`config.mk`:
```
export PLATFORM = sky130hd
export DESIGN_NAME = sha1_stream
export DESIGN_NICKNAME = d
export VERILOG_FILES = /design/src/rtl/sha1_stream.sv
export SDC_FILE = /design/constraint.sdc
export NUM_CORES = 2
export LEC_CHECK = 0
export ABC_AREA = 1
export CAP_MARGIN = 20
export CORE_MARGIN = 4
export CORE_UTILIZATION = 50
export CTS_CLUSTER_SIZE = 14
export DETAILED_ROUTE_END_ITERATION = 10
export PLACE_DENSITY = 0.72
export SYNTH_ARGS = -nofsm -noshare
export SYNTH_HDL_FRONTEND = slang
export SYNTH_SLANG_ARGS = --single-unit
```
`constraint.sdc`:
```
create_clock -name clk -period 4.9 [get_ports clk]
set_input_delay 1.47 -clock clk [delete_from_list [all_inputs] [get_ports clk]]
set_output_delay 1.47 -clock clk [all_outputs]
set_load 0.1 [all_outputs]
```
`src/rtl/sha1_stream.sv`:
```
// sha1_stream: multi-block SHA-1 compression engine, ROUNDS_PER_CYCLE rounds per clock, chained H0..H4.
// Optional completed-block counter port present when SHA1_BLOCK_CNT_EN is defined.
module sha1_stream #(
  parameter int ROUNDS_PER_CYCLE = 1,
  parameter int CNT_WIDTH        = 32
) (
  input  logic                 clk,
  input  logic                 reset,
  input  logic                 block_valid,
  output logic                 block_ready,
  input  logic [511:0]         block_data,
  input  logic                 block_first,
  input  logic                 block_last,
  output logic                 digest_valid,
  input  logic                 digest_ready,
  output logic [159:0]         digest,
  output logic                 busy,
  output logic [6:0]           idx
`ifdef SHA1_BLOCK_CNT_EN
  ,
  output logic [CNT_WIDTH-1:0] block_cnt
`endif
);

  localparam logic [6:0]   R7 = 7'(ROUNDS_PER_CYCLE);
  localparam logic [159:0] IV = {32'h67452301, 32'hEFCDAB89, 32'h98BADCFE, 32'h10325476, 32'hC3D2E1F0};

  if (!(ROUNDS_PER_CYCLE == 1 || ROUNDS_PER_CYCLE == 2 ||
        ROUNDS_PER_CYCLE == 4 || ROUNDS_PER_CYCLE == 5)) begin : g_bad_rounds
    $error("sha1_stream: ROUNDS_PER_CYCLE must be 1, 2, 4 or 5");
  end
  if (CNT_WIDTH < 1) begin : g_bad_cnt
    $error("sha1_stream: CNT_WIDTH must be at least 1");
  end

  typedef enum logic [1:0] {ST_IDLE, ST_ROUND, ST_UPDATE, ST_OUT} state_t;

  state_t         state_r, state_s;
  logic [31:0]    w_r [16];
  logic [31:0]    win_s [16];
  logic [31:0]    wnew_s;
  logic [31:0]    a_r, b_r, c_r, d_r, e_r;
  logic [159:0]   h_r;
  logic [159:0]   abcde_s;
  logic [159:0]   sum_s;
  logic [159:0]   init_s;
  logic [159:0]   digest_r;
  logic [6:0]     idx_r;
  logic           last_r, chain_r, block_ready_r, digest_valid_r, busy_r;
  logic           accept_s, last_round_s;

  function automatic logic [31:0] rotl1(input logic [31:0] x);
    return {x[30:0], x[31]};
  endfunction

  function automatic logic [31:0] rotl5(input logic [31:0] x);
    return {x[26:0], x[31:27]};
  endfunction

  function automatic logic [31:0] rotl30(input logic [31:0] x);
    return {x[1:0], x[31:2]};
  endfunction

  // One SHA-1 round on the packed {a,b,c,d,e} state for round index t.
  function automatic logic [159:0] sha1_round(input logic [159:0] s, input logic [6:0] t,
                                              input logic [31:0] w);
    logic [31:0] a, b, c, d, e, f, k;
    {a, b, c, d, e} = s;
    if (t < 7'd20) begin
      f = (b & c) | (~b & d);
      k = 32'h5A827999;
    end else if (t < 7'd40) begin
      f = b ^ c ^ d;
      k = 32'h6ED9EBA1;
    end else if (t < 7'd60) begin
      f = (b & c) | (b & d) | (c & d);
      k = 32'h8F1BBCDC;
    end else begin
      f = b ^ c ^ d;
      k = 32'hCA62C1D6;
    end
    return {rotl5(a) + f + e + k + w, a, rotl30(b), c, d};
  endfunction

  assign accept_s     = (state_r == ST_IDLE) && block_valid && block_ready_r;
  assign last_round_s = (idx_r == (7'd80 - R7));
  assign init_s       = (block_first || !chain_r) ? IV : h_r;
  assign sum_s        = {h_r[159:128] + a_r, h_r[127:96] + b_r, h_r[95:64] + c_r,
                         h_r[63:32] + d_r, h_r[31:0] + e_r};

  // Unrolled rounds; the window slides one word per round, W[t+16] appended at the top.
  always_comb begin
    abcde_s = {a_r, b_r, c_r, d_r, e_r};
    wnew_s  = 32'h0;
    for (int i = 0; i < 16; i++) win_s[i] = w_r[i];
    for (int j = 0; j < ROUNDS_PER_CYCLE; j++) begin
      abcde_s = sha1_round(abcde_s, idx_r + 7'(j), win_s[0]);
      wnew_s  = rotl1(win_s[13] ^ win_s[8] ^ win_s[2] ^ win_s[0]);
      for (int i = 0; i < 15; i++) win_s[i] = win_s[i+1];
      win_s[15] = wnew_s;
    end
  end

  // State register.
  always_ff @(posedge clk or negedge reset) begin
    if (!reset) state_r <= ST_IDLE;
    else        state_r <= state_s;
  end

  // Next-state logic.
  always_comb begin
    state_s = state_r;
    case (state_r)
      ST_IDLE:   if (accept_s) state_s = ST_ROUND;  else state_s = ST_IDLE;
      ST_ROUND:  if (last_round_s) state_s = ST_UPDATE; else state_s = ST_ROUND;
      ST_UPDATE: if (last_r) state_s = ST_OUT; else state_s = ST_IDLE;
      ST_OUT:    if (digest_ready) state_s = ST_IDLE; else state_s = ST_OUT;
      default:   state_s = ST_IDLE;
    endcase
  end

  // Datapath, chaining values and handshake registers.
  always_ff @(posedge clk or negedge reset) begin
    if (!reset) begin
      for (int i = 0; i < 16; i++) w_r[i] <= 32'h0;
      a_r <= 32'h0; b_r <= 32'h0; c_r <= 32'h0; d_r <= 32'h0; e_r <= 32'h0;
      h_r            <= 160'h0;
      digest_r       <= 160'h0;
      idx_r          <= 7'd0;
      last_r         <= 1'b0;
      chain_r        <= 1'b0;
      block_ready_r  <= 1'b0;
      digest_valid_r <= 1'b0;
      busy_r         <= 1'b0;
    end else begin
      case (state_r)
        ST_IDLE: begin
          if (accept_s) begin
            for (int i = 0; i < 16; i++) w_r[i] <= block_data[511-32*i -: 32];
            {a_r, b_r, c_r, d_r, e_r} <= init_s;
            h_r           <= init_s;
            last_r        <= block_last;
            idx_r         <= 7'd0;
            block_ready_r <= 1'b0;
            busy_r        <= 1'b1;
          end else begin
            block_ready_r <= 1'b1;
          end
        end
        ST_ROUND: begin
          {a_r, b_r, c_r, d_r, e_r} <= abcde_s;
          for (int i = 0; i < 16; i++) w_r[i] <= win_s[i];
          if (last_round_s) idx_r <= 7'd0;
          else              idx_r <= idx_r + R7;
        end
        ST_UPDATE: begin
          h_r    <= sum_s;
          busy_r <= 1'b0;
          if (last_r) begin
            digest_r       <= sum_s;
            digest_valid_r <= 1'b1;
            chain_r        <= 1'b0;
          end else begin
            chain_r       <= 1'b1;
            block_ready_r <= 1'b1;
          end
        end
        ST_OUT: begin
          if (digest_ready) begin
            digest_valid_r <= 1'b0;
            block_ready_r  <= 1'b1;
          end
        end
        default: ;
      endcase
    end
  end

`ifdef SHA1_BLOCK_CNT_EN
  logic [CNT_WIDTH-1:0] block_cnt_r;

  // Completed-block counter, wraps naturally.
  always_ff @(posedge clk or negedge reset) begin
    if (!reset)                   block_cnt_r <= '0;
    else if (state_r == ST_UPDATE) block_cnt_r <= block_cnt_r + CNT_WIDTH'(1);
    else                          block_cnt_r <= block_cnt_r;
  end

  assign block_cnt = block_cnt_r;
`endif

  assign block_ready  = block_ready_r;
  assign digest_valid = digest_valid_r;
  assign digest       = digest_r;
  assign busy         = busy_r;
  assign idx          = idx_r;

endmodule

```
==> results.yml <==
sta:
  max_freq_ghz: 0.212
  skew_ps: 63.7
  fin_setup_tns_ps: 0
  setup_viol: 0
  finalMaxSlewViolations: 0
  period_needed_ps: 4720
  rsz0062_at_grt: "yes"
  max_slew.worst_pin.slew_ps: 1160
  hold-worst-slack_ps: 477
  hold_viol_final: 0
  period_share: 0.964
  slew_headroom: 0.230
synthesis:
  yosys_warnings: 0
  async_reset_ff_frac: 1.00
  synth_edf_count: 0
  synth.area.top_cells: "dfrtp_1 (40%), nand2_1 (13%), inv_1 (6.0%), o21ai_0 (5.9%), o211ai_1 (4.6%)"
  syn_inst: 8242
  syn_area_per_cell_um2: 7.59
  ys_ff_latch: 1006
  syn-cell-area_um2: 62500
  syn-num-nets: 9106
  synthFlopType: "dfrtp_1"
  synth_area_leader_cell: "dfrtp_1"
  yosysSeqAreaShare: 0.402
  synthDistinctLibCells: 45
  synth.top_cell.area_share: 0.402
critical_path:
  critical_path_arrival_ps: 5400
  start_kind: "register"
  worstReg2RegEnd: "a_r[23]"
  r2r_cells: 24
  critPathMaxFanout: 16
  rrSetupSlack_ps: 180
  endpoint_kind: "register"
  timing.rr.start: "idx[4]"
  critPathLaunch: "idx[4]"
  crit_required_ps: 5580
  critical_path_class: "register to register"
floorplan:
  die_h_um: 362
  die_area_um2: 131000
  core.rowCount: 129
  io-pin-count: 688
  core_area_um2: 124000
  initial_core_util: 0.505
  die_w_um: 362
layout:
  area_growth_pct: 22.1
  final_cell_mix: "nand2_1 (2131), dfrtp_1 (1001), inv_1 (991), o21ai_0 (735), clkdlybuf4s50_1 (683)"
  drive_above_1_share: 0.0631
  final_common_cell: "nand2_1"
  stdcell_count: 10600
  design_area_um2: 76400
  n_fill_cell: 11100
  fin_nets: 9727
routing:
  wl_mm: 280
  drtIter0Drc: 7883
  drtPass1Iterations: 11
  via_per_inst: 5.94
  route.detailed.drc: 1
  ant_nets: 0
  vias: 63200
  avgRoutedWirePerCell_um: 26.3
placed_design:
  dp_hpwl_mm: 220
  place.gp.congestion: 1.06
  dp_cells: 10400
  portBuffers: 687
  placed_cell_area_um2: 72000
status:
  status: "finished with violations"
  violations: "DRC"
clock_network:
  cts-root-buf: "clkbuf_16"
  clock_sinks: 1006
  clockBufferDepth: 3
  cts_buffers: 111
  clk_latency_ps: 770
  cts_max_level: 3
  cts.clk_slew.worst_paths_ps: 60
  cts_tree: "built"
global_route:
  grt_pass1_wl_mm: 404
  grt_usage: 0.417
  grt_pass1_vias: 60100
  grt_start_max_net_pins: 227
  overflow: 0
  antenna_found_initial: 65
hold_path:
  holdPathEnd: "digest[157]"
  worst_hold_startpoint: "digest[157]"
  hp-class: "register to register"
  hold_depth: 2
flow_run:
  maxCapViolations: 0
==> kinds of logic (layout without fill, tap and decap cells) <==
kind of cell | after synthesis | after routing | synth area share
compound gates | 2040 | 2040 | 0.190
xor+xnor | 168 | 168 | 0.0235
fa+ha+maj | 346 | 346 | 0.0842
buf+inv | 1429 | 2143 | 0.0902
flops | 1006 | 1006 | 0.402
mux | 1 | 1 | 0.000180
other cells | 0 | 54 | 0
simple gates | 3252 | 3252 | 0.210
==> synth_stat cells (all sizes together), types with 37 or more instances <==
master,n
fa,125
a21oi,546
xor2,60
nor2,554
clkbuf,185
or2,43
nand3,411
nand2,2139
inv,999
o211ai,382
ha,221
o21ai,759
xnor2,108
dfrtp,1006
a31oi,140
buf,245
o21a,37
o22ai,40
==> what timing repair did <==
action / in CTS / in global routing
hold buffers: 0 / 0
buffers inserted: 0 / 4
gates resized for setup: 5 / 63
pin swaps: 0 / 6
setup endpoints to repair: 20 / 26
cloned: 0 / 2
==> routing by layer <==
layer / vias up / global-route usage / part of all wire
li1: 28400 / - / -
met1: 30300 / 0.532 / 0.38
met2: 3696 / 0.638 / 0.44
met3: 790 / 0.101 / 0.10
met4: 18 / 0.268 / 0.073
met5: - / 0 / 0.00042
==> how the worst max path moves through the flow <==
stage	slack, ps	depth (start not counted)	endpoint
finish	180	24	a_r[23]
global route	-20	22	a_r[30]
floorplan	10	21	a_r[25]
global placement	-150	25	a_r[31]
CTS	9	23	a_r[23]
detailed placement	-160	25	a_r[31]
==> final cells by class <==
cell class / instances / area (um^2) / share of cell area
Clock inverter: 55 / 772 / 0.0101
Multi-Input combinational cell: 5807 / 32000 / 0.419
Antenna cell: 54 / 135 / 0.00177
Tap cell: 1637 / 2050 / 0.0268
Sequential cell: 1006 / 25200 / 0.330
Inverter: 999 / 3770 / 0.0494
Timing Repair Buffer: 938 / 9330 / 0.122
Clock buffer: 151 / 3140 / 0.0411
==> per-stage QoR <==
stage | util | worst slack [ps]
global route | 0.616 | -15.0
CTS | 0.613 | 9.25
detailed placement | 0.581 | -156
floorplan | - | 10.6
finish | 0.616 | 175
global placement | 0.581 | -146
==> sequential cells by signal (all words and copies together) (netlist names) <==
name          cells
d_r              32
chain_r           1
b_r              32
e_r              32
block_ready       1
last_r            1
a_r              32
h_r             160
w_r             512
c_r              32
digest_valid      1
digest          160
idx               7
state_r           2
busy              1
==> critical path: stages, from the launching register on <==
cell and delay, ps:
dfrtp_2 450, nand2_2 100, inv_1 70, nand2_1 90
nand3_2 130, nand2_4 160, buf_8 200, buf_4 170
o22ai_1 70, a21oi_1 190, fa_1 460, fa_1 490
inv_1 50, fa_1 470, inv_1 40, ha_2 370
nand2_1 110, nor2_2 210, nand2_1 100, inv_1 110
nand3_1 160, a31o_2 260, nand3_1 60, nand3_1 70
inv_1 50
Power is left out: the tool's default activity adds up to more than one toggle a clock period on the data nets, which glitch-free logic cannot reach.
